### src/rtl/axi_read_burst_scheduler.sv
// axi_read_burst_scheduler: splits a host transfer into AXI4 read bursts with an outstanding-burst cap
module axi_read_burst_scheduler #(
   parameter int C_ADDR_WIDTH      = 64,
   parameter int C_XFER_SIZE_WIDTH = 32,
   parameter int C_BURST_LEN       = 64,
   parameter int C_BYTES_PER_BEAT  = 64,
   parameter int C_MAX_OUTSTANDING = 16
) (
   input  logic                         i_aclk,
   input  logic                         i_areset,
   input  logic                         i_ctrl_start,
   input  logic [C_ADDR_WIDTH-1:0]      i_ctrl_addr_offset,
   input  logic [C_XFER_SIZE_WIDTH-1:0] i_ctrl_xfer_beats,
   output logic                         o_ctrl_busy,
   output logic                         o_ctrl_done,
   output logic                         o_arvalid,
   input  logic                         i_arready,
   output logic [C_ADDR_WIDTH-1:0]      o_araddr,
   output logic [7:0]                   o_arlen,
   input  logic                         i_burst_done,
   output logic [7:0]                   o_outstanding
);
   localparam int LP_RW = C_XFER_SIZE_WIDTH + 1;
   localparam logic [C_ADDR_WIDTH-1:0] LP_ADDR_INC = C_ADDR_WIDTH'(C_BURST_LEN * C_BYTES_PER_BEAT);
   localparam logic [LP_RW-1:0] LP_BURST = LP_RW'(C_BURST_LEN);
   localparam logic [7:0] LP_MAX = 8'(C_MAX_OUTSTANDING);
   typedef enum logic [1:0] {S_IDLE, S_ISSUE, S_DRAIN, S_DONE} state_t;
   state_t                  r_state;
   logic [LP_RW-1:0]        r_remaining;
   logic [C_ADDR_WIDTH-1:0] r_araddr;
   logic [7:0]              r_arlen;
   logic                    r_arvalid;
   logic                    r_busy;
   logic                    r_done;
   logic [7:0]              r_outstanding;
   logic                    w_hs;
   logic                    w_dec;
   logic                    w_issue_ok;
   logic [7:0]              w_cnt_next;
   logic [7:0]              w_next_len;
   logic [LP_RW-1:0]        w_cur_beats;
   logic [LP_RW-1:0]        w_rem_next;
   logic [LP_RW-1:0]        w_next_beats;
   assign o_arvalid     = r_arvalid;
   assign o_araddr      = r_araddr;
   assign o_arlen       = r_arlen;
   assign o_ctrl_busy   = r_busy;
   assign o_ctrl_done   = r_done;
   assign o_outstanding = r_outstanding;
   // Next-cycle view of the counter and remaining beats; issuing against the
   // next counter value lets a freed slot or a handshake reissue immediately.
   always_comb begin
      w_hs         = r_arvalid & i_arready;
      w_dec        = i_burst_done & (r_outstanding != 8'd0);
      w_cnt_next   = r_outstanding + {7'd0, w_hs} - {7'd0, w_dec};
      w_cur_beats  = LP_RW'(r_arlen) + LP_RW'(1);
      w_rem_next   = w_hs ? r_remaining - w_cur_beats : r_remaining;
      w_next_beats = (w_rem_next > LP_BURST) ? LP_BURST : w_rem_next;
      w_next_len   = 8'(w_next_beats - LP_RW'(1));
      w_issue_ok   = (w_rem_next != '0) && (w_cnt_next < LP_MAX);
   end
   // Outstanding-burst counter; a completion with nothing in flight is dropped.
   always_ff @(posedge i_aclk or posedge i_areset) begin
      if (i_areset) r_outstanding <= '0;
      else          r_outstanding <= w_cnt_next;
   end
   // Control FSM with registered AR channel and status outputs.
   always_ff @(posedge i_aclk or posedge i_areset) begin
      if (i_areset) begin
         r_state     <= S_IDLE;
         r_remaining <= '0;
         r_araddr    <= '0;
         r_arlen     <= '0;
         r_arvalid   <= 1'b0;
         r_busy      <= 1'b0;
         r_done      <= 1'b0;
      end else begin
         case (r_state)
            S_IDLE: begin
               if (i_ctrl_start) begin
                  r_busy      <= 1'b1;
                  r_araddr    <= i_ctrl_addr_offset;
                  r_remaining <= {1'b0, i_ctrl_xfer_beats};
                  r_state     <= (i_ctrl_xfer_beats == '0) ? S_DONE : S_ISSUE;
               end
            end
            S_ISSUE: begin
               if (!r_arvalid || w_hs) begin
                  r_arvalid <= w_issue_ok;
                  if (w_issue_ok) r_arlen <= w_next_len;
                  if (w_hs) begin
                     r_remaining <= w_rem_next;
                     r_araddr    <= r_araddr + LP_ADDR_INC;
                  end
                  if (w_rem_next == '0) r_state <= S_DRAIN;
               end
            end
            S_DRAIN: begin
               if (r_outstanding == 8'd0 && !i_burst_done) r_state <= S_DONE;
            end
            S_DONE: begin
               if (!r_done) begin
                  r_done <= 1'b1;
               end else begin
                  r_done  <= 1'b0;
                  r_busy  <= 1'b0;
                  r_state <= S_IDLE;
               end
            end
            default: r_state <= S_IDLE;
         endcase
      end
   end
endmodule
### config.mk
export PLATFORM = sky130hd
export DESIGN_NAME = axi_read_burst_scheduler
export DESIGN_NICKNAME = d
export VERILOG_FILES = /design/src/rtl/axi_read_burst_scheduler.sv
export SDC_FILE = /design/constraint.sdc
export NUM_CORES = 1
export LEC_CHECK = 0
export ABC_AREA = 1
export CELL_PAD_IN_SITES_DETAIL_PLACEMENT = 1
export CELL_PAD_IN_SITES_GLOBAL_PLACEMENT = 1
export CORE_ASPECT_RATIO = 1.4
export CORE_UTILIZATION = 40
export CTS_BUF_LIST = sky130_fd_sc_hd__clkbuf_4 sky130_fd_sc_hd__clkbuf_8
export DETAILED_ROUTE_END_ITERATION = 16
export GPL_ROUTABILITY_DRIVEN = 0
export PLACE_DENSITY_LB_ADDON = 0.12
export SYNTH_ARGS = -nofsm -noshare
export SYNTH_HDL_FRONTEND = slang
export SYNTH_SLANG_ARGS = --single-unit
### constraint.sdc
create_clock -name i_aclk -period 12.25 [get_ports i_aclk]
set_input_delay 2.45 -clock i_aclk [delete_from_list [all_inputs] [get_ports i_aclk]]
set_output_delay 2.45 -clock i_aclk [all_outputs]
set_load 0.03 [all_outputs]
==> results of run 1 <==
==> kinds of logic (layout without fill, tap and decap cells) <==
logic type,Yosys count,in the layout,synth area share [%]
AND/OR/NAND/NOR,559,559,30.9
flip-flops,118,118,34.1
AO/OA/AOI/OAI,272,272,18.8
other,0,1,0
adder cells (fa/ha/maj),27,27,4.08
XOR/XNOR,23,23,2.42
buffers and inverters,213,389,9.62
==> state kept, by name, indices dropped and copies added (netlist names) <==
signal	count
o_arvalid	1
r_state	2
o_ctrl_busy	1
o_araddr	64
o_outstanding	8
o_ctrl_done	1
o_arlen	8
r_remaining	33
==> per-stage QoR <==
step                utilization (%)  worst slack, ns  area (µm²)
floorplan                         -             6.67        8650
CTS                            52.3             6.71       11100
global route                   52.3             6.43       11100
finish                         52.3             6.71       11100
global placement               50.3             6.44       10700
detailed placement             50.3             6.23       10700
==> worst max-delay path by stage <==
stage / endpoint / depth (start not counted)
2_1_floorplan: o_araddr[0] / 1
3_3_place_gp: o_arlen[3] / 17
3_5_place_dp: o_arlen[3] / 17
4_1_cts: o_arlen[3] / 17
5_1_grt: o_arlen[3] / 17
6_report: o_arlen[3] / 17
==> cell type report <==
type	count	share of cell area [%]
Inverter	169	5.77
Antenna cell	1	0.0226
Tap cell	260	2.93
Sequential cell	118	26.6
Clock inverter	14	1.47
Multi-Input combinational cell	881	44.1
Timing Repair Buffer	188	16.9
Clock buffer	18	2.23
==> cells in the mapped netlist, types with 3 or more instances <==
cell        n  area, µm²
nor2_4     14        158
a31oi_1     6       37.5
a21oi_1    51        255
nor2_2     15       93.8
buf_6       3       33.8
nor2_1    128        480
o22ai_1    40        250
xor2_1     16        140
nand2_1   231        867
buf_2       3       15.0
or2_2       3       18.8
xnor2_1     6       52.6
nand3_2     4       40.0
o21ai_2     4       35.0
nor3_1     22        110
a22oi_1     4       30.0
o21ai_0    99        495
nand4_1    33        206
nand3_1    61        305
nor4_1     11       68.8
a22o_1     12        105
o21ai_1    19       95.1
o221ai_1   12        105
nand2_2    19        119
clkbuf_1   35        131
o211ai_1   10       75.1
ha_1       25        313
inv_1     153        574
dfrtp_1   118       2950
nand2_4     4       45.0
inv_2      14       52.6
==> report_power, final <==
part | total (µW) | leakage [µW] | internal, µW | switching (µW)
Combinational | 1460 | 0.00329 | 538 | 924
Clock | 387 | 0.000213 | 192 | 194
Sequential | 739 | 0.00143 | 552 | 187
Total | 2590 | 0.00494 | 1280 | 1300
==> routing by layer <==
metal | wire length, µm | global-route usage, % | vias to the layer above
met2 | 15800 | 51.8 | 190
met3 | 1280 | 5.76 | 56
met4 | 990 | 11.3 | 0
met1 | 12200 | 31.8 | 4435
met5 | 0 | 0 | -
li1 | - | - | 4392
==> results.py, run 1 <==
metrics = {
    "status": {
        "status": "completed",
    },
    "timing": {
        "max_slew_margin_pct": 24.3,
        "fmax_mhz": 180,
        "min_period_over_period_pct": 45.2,
        "slew_violations": 0,
        "fin_skew_ns": 0.0177,
        "rsz0062_at_grt": "no",
        "totalNegativeSetupSlack_ns": 0,
        "setup_viol": 0,
        "hold_ws_ns": 0.518,
        "hold_violations": 0,
        "worst-slew-pin-transition_ns": 1.13,
        "post-route-min-period_ns": 5.54,
    },
    "grt": {
        "grt_pass1_vias": 9593,
        "grt_max_degree": 83,
        "grtUsageTotal_pct": 28.2,
        "grt_antenna_before_repair": 2,
        "grt-ovfl-total": 0,
        "grt_pass1_wl_um": 49700,
    },
    "cts": {
        "clock_path_buffers": 2,
        "post_cts.repair.setup_buffers": 0,
        "clkLatencyLatePin_ns": 0.45,
        "cts_tree": "yes",
        "clkSlewWorstSetupHoldPaths_ns": 0.09,
        "hold_buffers": 0,
        "cts_sinks": 118,
        "cts_buffers": 17,
        "htree_levels": 4,
        "cts_root_buf": "clkbuf_8",
        "cts_resized": 0,
    },
    "finish": {
        "area_growth_syn_to_layout_pct": 28.1,
        "multi_input_area_um2": 4890,
        "seqCellArea_um2": 2950,
        "fin_cells": 1649,
        "n_fill_cell": 2710,
        "layout_commonest_cell": "nand2_1",
        "final_cell_mix": "nand2_1 (230), clkdlybuf4s50_1 (183), inv_1 (151)",
        "nets": 1503,
        "drive_above_1_share_pct": 9.65,
    },
    "route": {
        "drc": 0,
        "drt_iter0_drc": 372,
        "via_count": 9073,
        "wl_per_cell_um": 18.3,
        "finalWirelength_um": 30200,
        "via_per_inst": 5.50,
        "detail-route-antenna-nets": 0,
        "drtPass1Iterations": 5,
    },
    "synth": {
        "ys_seq_area_share_pct": 34.1,
        "synth_cell_type_count": 58,
        "synth_area_um2": 8650,
        "async_flop_share_pct": 100,
        "ys_warn_count": 0,
        "synth_area_per_cell_um2": 7.14,
        "synth-edff-count": 0,
        "ys_ff_latch": 118,
        "synth_nets": 1340,
        "synthCells": 1212,
        "synth-main-ff-cell": "dfrtp_1",
    },
    "placement": {
        "portBuffers": 183,
        "hpwl_um": 22800,
        "place_inst": 1616,
    },
    "worst_setup_path": {
        "worstPathMaxFanout": 13,
        "path_cells": "clkdlybuf4s50_1 > nand2_2 > ha_1 > inv_1 > ha_1 > inv_1 > fa_1 > o21ai_1 > a21oi_1 > o21bai_1 > xor2_1 > nand2_1 > nor4_1 > nand2_4 > inv_4 > nor2_1 > a31oi_2",
        "arrival_ns": 5.92,
        "start_kind": "input port",
        "crit_family": "simple AND/OR/NAND/NOR gates",
        "end_kind": "register",
        "path_buf_inv": 4,
        "critPathSlowestCell": "clkdlybuf4s50_1",
        "slowest_delay_ns": 0.49,
        "critPathLaunch": "i_arready",
        "reg2regPathDepth": 20,
        "path_class": "in2reg",
        "rr_endpoint": "o_arlen[3]",
        "r2r-start": "o_outstanding[5]",
        "worst_ep_required_time_ns": 12.63,
        "reg2reg_slack_ns": 8.35,
    },
    "hold_path": {
        "min_from": "o_araddr[8]",
        "min_path_type": "reg2reg",
        "holdPathEnd": "o_araddr[8]",
        "hold_depth": 1,
    },
    "power": {
        "cellLeakagePower_uw": 0.00494,
        "p_per_area_nw_per_um2": 233,
        "peakVddDrop_mv": 0.133,
        "p_total_uw": 2590,
    },
    "floorplan": {
        "coreArea_um2": 21200,
        "die_h_um": 176,
        "initial_core_util_pct": 40.8,
        "die_area_um2": 22200,
        "rows": 63,
        "die_width_um": 126,
        "ios": 184,
    },
    "flow_run": {
        "maxCapViolations": 0,
    },
}
Power figures use the tool's default switching activity.
==> run 2, diff against run 1 <==
- CORE_UTILIZATION: 40 -> 34
- clock period: 12.25 -> 4.85 ns (I/O delays scaled with it)
==> run 2 against run 1 <==
- via count shrank 0.80%
- clock power grew to 2.6 times the previous value
- hold slack lost 0.0095 ns
- cell area grew 1.2%
- global-route usage shrank 3.9 points
- die area grew 17%
- clock skew shrank 0.0083 ns
- register-to-register slack lost 7.4 ns
- power grew to 2.5 times the previous value
- combinational power grew to 2.5 times the previous value
- largest power group unchanged
==> results.py, run 2 (synthesized netlist as in run 1, its figures left out) <==
metrics = {
    "timing": {
        "slew_violations": 0,
        "hold_violations": 0,
        "totalNegativeSetupSlack_ns": 0,
        "min_period_over_period_pct": 80.5,
        "rsz0062_at_grt": "no",
        "post-route-min-period_ns": 3.90,
        "worst-slew-pin-transition_ns": 0.978,
        "fmax_mhz": 256,
        "setup_viol": 0,
        "fin_skew_ns": 0.00940,
        "max_slew_margin_pct": 34.7,
    },
    "power": {
        "cellLeakagePower_uw": 0.00497,
        "peakVddDrop_mv": 0.269,
        "power_frac_clock_pct": 15.6,
        "switchingPower_uw": 3210,
        "p_total_uw": 6540,
        "intPower_uw": 3330,
        "swShare_pct": 49.0,
        "p_comb_share_pct": 56.0,
        "p_per_area_nw_per_um2": 583,
        "seqPwrFrac_pct": 28.3,
    },
    "finish": {
        "antennaDiodeCount": 0,
        "drive_above_1_share_pct": 9.91,
        "area_growth_syn_to_layout_pct": 29.7,
        "nets": 1507,
        "largest_reg_flops": 64,
        "layout_commonest_cell": "nand2_1",
        "fin_cells": 1707,
        "final_cell_mix": "nand2_1 (230), clkdlybuf4s50_1 (183), inv_1 (151)",
    },
    "worst_setup_path": {
        "start_kind": "register",
        "arrival_ns": 4.28,
        "path_buf_inv": 4,
        "reg2regPathDepth": 20,
        "end_kind": "register",
        "crit_family": "simple AND/OR/NAND/NOR gates",
        "worst_ep_required_time_ns": 5.23,
        "path_cells": "inv_1 > ha_1 > nand2_1 > nor4b_1 > nor2_1 > ha_1 > inv_1 > ha_1 > inv_1 > fa_1 > o21ai_1 > a21oi_1 > o21bai_1 > xor2_1 > nand2_1 > nor4_1 > nand2_4 > inv_4 > nor2_1 > a31oi_2",
        "rr_endpoint": "o_arlen[3]",
        "reg2reg_slack_ns": 0.95,
        "r2r-start": "o_outstanding[4]",
        "critPathSlowestCell": "dfrtp_1",
        "slowest_delay_ns": 0.43,
        "path_class": "reg2reg",
        "worstPathMaxFanout": 9,
    },
    "floorplan": {
        "die_h_um": 191,
        "die_width_um": 137,
        "ios": 184,
        "rows": 68,
        "coreArea_um2": 24800,
        "die_area_um2": 26100,
        "initial_core_util_pct": 34.8,
    },
    "cts": {
        "hold_buffers": 0,
        "htree_levels": 4,
        "cts_sinks": 118,
        "post_cts.repair.setup_buffers": 0,
        "cts_root_buf": "clkbuf_8",
        "cts_tree": "yes",
        "clock_path_buffers": 2,
        "clkSlewWorstSetupHoldPaths_ns": 0.08,
        "cts_resized": 0,
        "cts_buffers": 17,
        "clkLatencyLatePin_ns": 0.45,
    },
    "grt": {
        "grt_max_degree": 72,
        "grt_pass1_wl_um": 48900,
        "grt-ovfl-total": 0,
        "grtUsageTotal_pct": 24.4,
        "grt_pass1_vias": 9445,
        "grt_antenna_before_repair": 1,
    },
    "placement": {
        "place_inst": 1675,
        "hpwl_um": 23300,
        "portBuffers": 183,
    },
    "status": {
        "status": "completed",
    },
    "route": {
        "maxUsedRoutingLayer": "met5",
        "drtPass1Iterations": 4,
        "via_count": 9000,
        "met1_length_um": 12200,
        "wl_per_cell_um": 17.8,
        "drc": 0,
        "via_per_inst": 5.27,
        "detail-route-antenna-nets": 0,
        "met2WireLength_um": 16100,
        "finalWirelength_um": 30500,
        "wl_met3_um": 1360,
        "drt_iter0_drc": 373,
    },
    "hold_path": {
        "min_path_type": "reg2reg",
        "min_from": "o_araddr[1]",
        "holdPathEnd": "o_araddr[1]",
        "hold_depth": 1,
    },
    "flow_run": {
        "maxCapViolations": 0,
    },
}
run 2: changes by cell type in the layout (fill, tap and decap cells not counted), sizes merged:
cell / previous run / this run
buf: 5 / 9
clkinv: 6 / 7
diode: 1 / 0
clkbuf: 18 / 19
inv: 175 / 168
clkinvlp: 0 / 3
bufinv: 2 / 4
run 2: layout make-up:
| cell class | count | area, µm² |
|---|---|---|
| clock inverters | 13 | 180 |
| inverters | 169 | 639 |
| clock buffers | 19 | 255 |
| well taps | 315 | 394 |
| repair buffers | 192 | 1910 |
| fillers | 3164 | 13600 |
| flip-flops and latches | 118 | 2950 |
| multi-input cells | 881 | 4890 |
run 2: worst reg2reg max path, delay by kind of cell (launching register included):
kind	cells	cell delay, ns
adder cells (fa/ha/maj)	4	1.00
XOR/XNOR	1	0.23
AND/OR/NAND/NOR	7	1.22
buffers and inverters	4	0.35
AO/OA/AOI/OAI	4	0.60
flip-flops	1	0.43
run 2: per-layer routing:
| layer | up-vias | GRT usage, % |
|---|---|---|
| met5 | - | 0 |
| met4 | 2 | 8.41 |
| met3 | 44 | 5.77 |
| met2 | 151 | 45.1 |
| met1 | 4407 | 26.6 |
| li1 | 4396 | - |
run 2: metrics by stage:
stage	hold slack (ns)	cell area, µm²	utilization [%]	setup slack, ns
2_1_floorplan	0.514	8650	-	0.751
3_3_place_gp	0.489	10800	43.4	0.762
3_5_place_dp	0.491	10800	43.4	0.619
4_1_cts	0.513	11200	45.2	0.933
5_1_grt	0.524	11200	45.2	0.515
6_report	0.508	11200	45.2	0.946
run 2: worst max-delay path by stage:
stage | startpoint | endpoint | cells after the start
floorplan | i_areset | o_araddr[0] | 1
finish | o_outstanding[4] | o_arlen[3] | 20
detailed placement | i_burst_done | o_arlen[3] | 18
CTS | o_outstanding[4] | o_arlen[3] | 20
global placement | i_burst_done | o_arlen[3] | 18
global route | o_outstanding[4] | o_arlen[5] | 19
run 2: power groups by stage:
stage          Clock, µW  Combinational (µW)  Sequential [µW]
2_1_floorplan          0                1970             2260
3_3_place_gp           0                3600             1870
3_5_place_dp           0                3670             1870
4_1_cts             1050                3700             1860
5_1_grt             1080                4070             1920
6_report            1020                3670             1850
